## config.mk

```make
export PLATFORM = sky130hd
export DESIGN_NAME = decode_regfile
export DESIGN_NICKNAME = d
export VERILOG_FILES = /design/src/rtl/decode_regfile_pkg.sv /design/src/rtl/decode_scoreboard.sv /design/src/rtl/decode_regfile.sv
export SDC_FILE = /design/constraint.sdc
export NUM_CORES = 2
export LEC_CHECK = 0
export BUFFER_PORTS_ARGS = -buffer_cell sky130_fd_sc_hd__buf_2
export CAP_MARGIN = 25
export CORE_ASPECT_RATIO = 1.5
export CORE_MARGIN = 2
export CORE_UTILIZATION = 59
export CTS_BUF_LIST = sky130_fd_sc_hd__clkbuf_2
export CTS_CLUSTER_SIZE = 25
export DETAILED_ROUTE_END_ITERATION = 8
export HOLD_SLACK_MARGIN = 0.05
export PLACE_DENSITY = 0.83
export SKIP_CTS_REPAIR_TIMING = 1
export SYNTH_ARGS = -nofsm -noshare
export SYNTH_HDL_FRONTEND = slang
export SYNTH_SLANG_ARGS = --single-unit
```

## constraint.sdc

```tcl
create_clock -name clk -period 2.7 [get_ports clk]
set_clock_uncertainty 0.1 [all_clocks]
set_input_delay 0.27 -clock clk [delete_from_list [all_inputs] [get_ports clk]]
set_output_delay 0.27 -clock clk [all_outputs]
set_load 0.05 [all_outputs]
```

## src/rtl/decode_regfile_pkg.sv

```systemverilog
// ---------------------------------------------------------------------------
// decode_regfile_pkg
// Shared defaults and types for the decode-stage register file and its
// scoreboard.
//   DATA_W_DEF   : default register data width
//   NUM_REGS_DEF : default architectural register count (power of two)
//   ADDR_W_DEF   : register address width derived from NUM_REGS_DEF
//   reg_addr_t   : register address at the default sizing
//   reg_data_t   : register data word at the default sizing
//   addr_w()     : address width for a given register count
// ---------------------------------------------------------------------------
package decode_regfile_pkg;

    localparam int unsigned DATA_W_DEF   = 32;
    localparam int unsigned NUM_REGS_DEF = 32;

    function automatic int unsigned addr_w(input int unsigned num_regs);
        return $clog2(num_regs);
    endfunction

    localparam int unsigned ADDR_W_DEF = addr_w(NUM_REGS_DEF);

    typedef logic [ADDR_W_DEF-1:0] reg_addr_t;
    typedef logic [DATA_W_DEF-1:0] reg_data_t;

endpackage

```

## src/rtl/decode_scoreboard.sv

```systemverilog
// ---------------------------------------------------------------------------
// decode_scoreboard
// Tracks which registers still await write-back from an issued producer.
//   clk         : clock, updates on rising edge
//   rst_n       : asynchronous active-low reset, clears all pending bits
//   iss_valid_i : an instruction with a destination issues this cycle
//   iss_addr_i  : destination of the issuing instruction
//   wr_en_i     : write-back strobe
//   wr_addr_i   : write-back destination
//   pending_o   : bit n set = register n awaiting write-back
// ---------------------------------------------------------------------------
module decode_scoreboard
    import decode_regfile_pkg::*;
#(
    parameter  int unsigned NUM_REGS = NUM_REGS_DEF,
    localparam int unsigned ADDR_W   = addr_w(NUM_REGS)
) (
    input  logic                clk,
    input  logic                rst_n,
    input  logic                iss_valid_i,
    input  logic [ADDR_W-1:0]   iss_addr_i,
    input  logic                wr_en_i,
    input  logic [ADDR_W-1:0]   wr_addr_i,
    output logic [NUM_REGS-1:0] pending_o
);

    logic [NUM_REGS-1:0] pending_q;
    logic [NUM_REGS-1:0] pending_d;

    // Clear is applied before set so a same-cycle issue to the register being
    // written back keeps it pending: the issuing instruction is the newer
    // producer.
    always_comb begin
        pending_d = pending_q;
        if (wr_en_i) begin
            pending_d[wr_addr_i] = 1'b0;
        end
        if (iss_valid_i && (iss_addr_i != '0)) begin
            pending_d[iss_addr_i] = 1'b1;
        end
        pending_d[0] = 1'b0;
    end

    always_ff @(posedge clk or negedge rst_n) begin
        if (!rst_n) begin
            pending_q <= '0;
        end else begin
            pending_q <= pending_d;
        end
    end

    assign pending_o = pending_q;

endmodule

```

## src/rtl/decode_regfile.sv

```systemverilog
// ---------------------------------------------------------------------------
// decode_regfile
// Decode-stage register file: multi-port combinational read, single write-back
// port, register 0 hard-wired to zero, scoreboard-driven hazard stall and a
// port 0 / port 1 equality compare for branches.
//   clk       : clock, state updates on rising edge
//   rst_n     : asynchronous active-low reset
//   rd_addr   : read address per port       (NUM_RD x ADDR_W)
//   rd_en     : read port in use; gates hazard detection only
//   rd_data   : read data per port          (NUM_RD x DATA_W)
//   wr_en     : write-back strobe
//   wr_addr   : write-back destination
//   wr_data   : write-back data
//   iss_valid : instruction with a destination leaves decode
//   iss_addr  : destination of the issuing instruction
//   stall     : an enabled read port targets a pending register
//   equal     : rd_data[0] == rd_data[1]
//   pending   : scoreboard vector
// Build option: define REGFILE_BYPASS_EN to forward same-cycle write-back data
// to matching read ports (and suppress their stall).
// ---------------------------------------------------------------------------
module decode_regfile
    import decode_regfile_pkg::*;
#(
    parameter  int unsigned DATA_W   = DATA_W_DEF,
    parameter  int unsigned NUM_REGS = NUM_REGS_DEF,
    parameter  int unsigned NUM_RD   = 2,
    localparam int unsigned ADDR_W   = addr_w(NUM_REGS)
) (
    input  logic                           clk,
    input  logic                           rst_n,
    input  logic [NUM_RD-1:0][ADDR_W-1:0]  rd_addr,
    input  logic [NUM_RD-1:0]              rd_en,
    output logic [NUM_RD-1:0][DATA_W-1:0]  rd_data,
    input  logic                           wr_en,
    input  logic [ADDR_W-1:0]              wr_addr,
    input  logic [DATA_W-1:0]              wr_data,
    input  logic                           iss_valid,
    input  logic [ADDR_W-1:0]              iss_addr,
    output logic                           stall,
    output logic                           equal,
    output logic [NUM_REGS-1:0]            pending
);

    logic [DATA_W-1:0] regs_q [NUM_REGS];
    logic [NUM_RD-1:0] byp_hit;
    logic [NUM_RD-1:0] stall_hit;

    decode_scoreboard #(
        .NUM_REGS (NUM_REGS)
    ) u_scoreboard (
        .clk         (clk),
        .rst_n       (rst_n),
        .iss_valid_i (iss_valid),
        .iss_addr_i  (iss_addr),
        .wr_en_i     (wr_en),
        .wr_addr_i   (wr_addr),
        .pending_o   (pending)
    );

    // Register 0 is never written, so it stays at its reset value of zero.
    always_ff @(posedge clk or negedge rst_n) begin
        if (!rst_n) begin
            for (int unsigned i = 0; i < NUM_REGS; i++) begin
                regs_q[i] <= '0;
            end
        end else if (wr_en && (wr_addr != '0)) begin
            regs_q[wr_addr] <= wr_data;
        end
    end

    always_comb begin
        byp_hit   = '0;
        stall_hit = '0;
        rd_data   = '0;
        for (int unsigned p = 0; p < NUM_RD; p++) begin
`ifdef REGFILE_BYPASS_EN
            // Gated by rst_n so reads stay zero while reset is held.
            byp_hit[p] = rst_n && wr_en && (wr_addr != '0) && (wr_addr == rd_addr[p]);
`endif
            rd_data[p]   = byp_hit[p] ? wr_data : regs_q[rd_addr[p]];
            stall_hit[p] = rd_en[p] && pending[rd_addr[p]] && !byp_hit[p];
        end
    end

    assign stall = |stall_hit;
    assign equal = (rd_data[0] == rd_data[1]);

endmodule

```

-- Yosys cells after proc, flatten, opt, wreduce, memory -nomap -nowiden
Index checks and enable logic that the tools add are counted.
- register bits after elaboration: 1055
- latch bits: 0
- memory bits (writable): 0
- bits in read-only memories: 0
- bits of input ports: 58
- logic and storage cells: 79
- memories kept: 0
- add/subtract/negate cells: 0
- multiply operators: 0
- div/mod/pow operators: 0
- $lt $le $gt $ge: 10
- equality and inequality tests: 1
- shift-type cells: 0
- multiplexer cells: 19
- bitwise operators: 6
- reductions and logical operators: 10
- operators with widths (kind ; number):
    $bwmux 1024 ; 1
    $bmux 32 s5 ; 2
    $mux 32 ; 7
    $demux 32 s5 ; 1
    $and 32x32->32 ; 1
    $eq 32x32->1 ; 1
    $not 32->32 ; 1
    $or 32x32->32 ; 1
    $lt 5x6->1 const B ; 4
    $ge 6x6->1 const B ; 3
    $not 5->6 ; 3
    $bmux 1 s5 ; 2
    $demux 1 s5 ; 2
    $ge 5x1->1 const B ; 2
    $reduce_bool 5->1 ; 2
    $logic_and 1x1->1 ; 7
    $lt 6x1->1 const B ; 1
    $mux 1 ; 4
    $reduce_or 2->1 ; 1

-- Logic depth before layout (Yosys ltp)
- depth after elaboration: 9
- depth in mapped cells: 12
- gate-level depth less buffers: 8

-- Hierarchy
A second synthesis with hierarchy kept.
- cells, all modules: 3846
- area, all modules: 56462.9 sq um
- by module, submodules not included (module ; times used ; cells each ; area an instance (sq um) ; sequential area each (sq um)):
    decode_regfile ; 1 ; 3725 ; 55175.4 ; 25624.6
    decode_scoreboard ; 1 ; 121 ; 1287.5 ; 775.7

-- Worst setup path after synthesis
Ideal clock, no wire load.
- path kind: input -> output
- from: input port rd_addr[6] (netlist bit)
- to: output port equal
- arrival time: 3621 ps
- data required time: 2330 ps
- setup slack: -1291 ps
- stages on the path: 11
- cell sequence: buf_2 -> buf_2 -> buf_2 -> buf_1 -> mux4_2 -> nand2_1 -> a31oi_1 -> xor2_1 -> nor4_1 -> nand4_1 -> nor2_1
- RTL lines (item ; RTL line ; RTL):
    from (decl) ; decode_regfile.sv:32 ; input logic [NUM_RD-1:0][ADDR_W-1:0] rd_addr,
    to (decl) ; decode_regfile.sv:41 ; output logic equal,

-- Worst setup path in the final report
- from: register regs_q[288] (netlist bit)
- to: output port equal
- longest elaborated chain between the ends: 4
- elaborated cells on any way between the ends: 7
- classes of those cells: 1 x eq/ne; 6 x mux
- ends and longest elaborated chain (item ; RTL line ; RTL):
    from (decl) ; decode_regfile.sv:45 ; logic [DATA_W-1:0] regs_q [NUM_REGS];
    from (signal, indexed assignment) ; decode_regfile.sv:68 ; regs_q[wr_addr] <= wr_data;
    $bmux 32 s5 ; decode_regfile.sv:81 ; rd_data[p] = byp_hit[p] ? wr_data : regs_q[rd_addr[p]];
    $mux 32 (implied by the code) (2 in a row) ; decode_regfile.sv:81 ;
    $eq 32x32->1 * ; decode_regfile.sv:87 ; assign equal = (rd_data[0] == rd_data[1]);
Every way passes the cells marked *; elsewhere a longest branch is shown, timed or not. The select of a mux whose other input is x is not followed.

==> impl_metrics.yaml <==
logic_synthesis:
  ys.warnings.count: 0
  ys_seq_area_frac: 0.468
  yosys.area.top_type: "dfrtp_1"
  synth_fp_nets: 3891
  avgSynthCellArea_um2: 14.7
  synth_cell_types: 35
  synth_commonest_cells: "dfrtp_1 (1055), mux2_2 (994), mux4_2 (466), clkbuf_1 (264), a22o_1 (144)"
  ys_ff_latch: 1055
  synth.top_cells.by_area: "dfrtp_1 (47%), mux2_2 (20%), mux4_2 (19%)"
  synth_most_common_cell: "dfrtp_1"
  async_reset_ff_frac: 1.00
  synthCells: 3833
  synth_area_um2: 56500
  netlist.area_leader.share: 0.468
  synth_edf_count: 0
  synthFlopType: "dfrtp_1"
global_routing:
  antenna_found_initial: 8
  grtUsageTotal: 0.380
  grt_max_degree: 123
  grt_overflow_total: 0
  grt_pass1_wl_um: 274000
  grt_pass1_vias: 43500
placed_design:
  portBuffers: 154
  dp_slack_ns: -1.14
  placed_area_um2: 64500
  place_inst: 5374
  gp_congestion: 0.923
  post-dp-hpwl_um: 121000
power:
  power.switching_mw: 15.2
  p_total_mw: 45.3
  ir_worst_vdd_v: 0.000420
  power_density_nw_per_um2: 652
  intPower_mw: 30.0
  swShare: 0.336
  clockPowerShare: 0.231
  power_frac_seq: 0.470
  p_comb_frac: 0.299
  cellLeakagePower_nw: 30.7
worst_hold_path:
  hp-start: "wr_data[2]"
  hold_end: "regs_q[226]"
  min_path_cells: 5
  hp-class: "input pin to flop"
floorplan:
  top_level_ports: 156
  die-area_um2: 98200
  core_um2: 95300
  fp.dieH_um: 383
  die_w_um: 257
  std_cell_rows: 139
  initial_utilization: 0.592
final_layout:
  final_core_util: 0.729
  drive_above_1_share: 0.600
  area_growth_pct: 23.1
  design_area_um2: 69500
  fin_nets: 4540
  final_cells: 5949
clock_tree:
  cts.sinks: 1055
  cts_root_buf: "clkbuf_2"
  cts_buffers: 234
  clkLatencyLatePin_ns: 1.73
  cts_tree: "done"
  clkSlewWorstSetupHoldPaths_ns: 0.12
  cts_max_level: 4
  cts_buffer_depth: 3
detailed_routing:
  firstDrtPassIters: 8
  ant_nets: 0
  vias_per_cell: 7.08
  vias: 42100
  drt_iter0_drc: 5015
  wl_per_cell_um: 32.4
  drc: 0
  wl_um: 193000
critical_path:
  critPathBufInv: 2
  r2r_end: "u_scoreboard.pending_o[20]"
  reg2reg_slack_ns: 0.42
  worst_r2r_path_depth: 4
  path_cells: "mux4_2 -> a22o_1 -> nor3_4 -> a31oi_4 -> xor2_2 -> nor4_2 -> buf_4 -> nand4_1 -> nor2_4 -> buf_12"
  crit_start: "regs_q[288]"
  slowest_stage: "mux4_2"
  worst-setup-path-type: "flop to output port"
  max_stage_delay_ns: 0.47
  critPathMaxFanout: 3
  endpoint_kind: "output port"
  regToRegStartpoint: "u_scoreboard.pending_o[20]"
  arrival_ns: 4.57
  required_ns: 2.33
  crit_family: "simple AND/OR/NAND/NOR gates"
  start_kind: "flop"
run:
  drv_cap: 0
sta:
  finalSetupViolCount: 165
  drv_slew: 0
  tightest_slew_ns: 1.17
  fin_ws_ns: -2.24
  fin_crit_ns: 4.94
  grt_setup_unrepaired: "yes"
  period_share: 1.83
  hold_viol: 0
  timing.slew.headroom: 0.222
  max_freq_mhz: 202
outcome:
  outcome: "complete, but fails checks"
  violations: "setup timing"
[cell families (layout without fill, tap and decap cells)]
group           after synthesis  in the layout  synth area share
simple gates                291            291            0.0263
compound gates              434            434            0.0594
flops                      1055           1055             0.468
mux                        1588           1588             0.407
xor+xnor                     32             32           0.00496
buf+inv                     432           1266            0.0348
other cells                   1             14         0.0000664
[area by class of cell]
type                    count  area [um^2]
clock buffers             324         1620
clock inverters            97          538
repair buffers            843         9020
multi-input cells        2346        30300
diodes                     13         32.5
well taps                1269         1590
flip-flops and latches   1055        26400
fillers                  5781        25800
inverters                   2         7.51
[per-stage QoR]
stage	TNS [ns]	hold WS (ns)
CTS	-94.23	-1.78
floorplan	-0.338	-0.126
finish	-85.23	0.0753
global placement	-3.43	0.0803
global route	-94.99	0.00328
detailed placement	-4.08	0.0824
[metal layers]
metal	global-route usage	wire length, um	up-vias
met1	0.454	64700	21900
met2	0.599	90900	3041
met3	0.113	21200	965
li1	-	-	16300
met5	0	14	-
met4	0.259	15900	2
[cell usage in the layout, fill, tap and decap left out, types with 5 or more instances in the layout]
cell type      synthesis  routed
a22o_1               144     136
o21bai_2               0      14
nor2b_4                0       6
mux2_2               994     994
buf_12                 0     146
o21bai_1              64      50
a31oi_4                0      64
nand2_1               91      74
a221oi_2               0      35
nor3_2                 2      28
nand2_2                0      17
a22o_4                 0       7
a221oi_1              64      29
inv_2                  0       6
o21ai_0               34      32
a21boi_2               0      16
nand3b_1               8       8
and2_1                66      64
buf_2                 68      50
mux4_2               466     466
clkinv_2               0      21
a21boi_1               3      48
buf_8                  0      37
mux2i_1              128     128
buf_4                 13     385
clkbuf_2               0     324
nor3b_1                8       8
dlygate4sd3_1          0     122
xor2_1                32      28
diode_2                0      13
clkinv_1               0      63
buf_6                 28     102
nor3_4                 0      35
dfrtp_1             1055    1053
bufinv_16              0       5
nor2_4                 0      21
[worst max-delay path by stage]
stage	end	slack, ns	cells past startpoint
after global placement	equal	-1.12	13
after global routing	equal	-2.38	11
final	equal	-2.24	10
after CTS	equal	-2.54	10
after floorplan	equal	-0.34	11
after detailed placement	equal	-1.14	13
[power groups by stage]
stage               Combinational [mW]  Sequential, mW  Clock, mW
detailed placement                12.3            21.4          0
global route                      14.1            21.6       11.3
floorplan                         8.35            20.9          0
CTS                               12.3            21.1       10.5
finish                            13.5            21.3       10.4
global placement                  11.9            21.1          0
[registers in the layout, summed over array words and instances, names as in the netlist]
signal / cells
regs_q: 1024
u_scoreboard.pending_o: 31
[tightest hold or removal path, cell delays in order]
cell,delay (ns)
dlygate4sd3_1,0.51
dlygate4sd3_1,0.58
buf_2,0.17
buf_12,0.19
mux2_2,0.16
(Power assumes the default switching activity.)
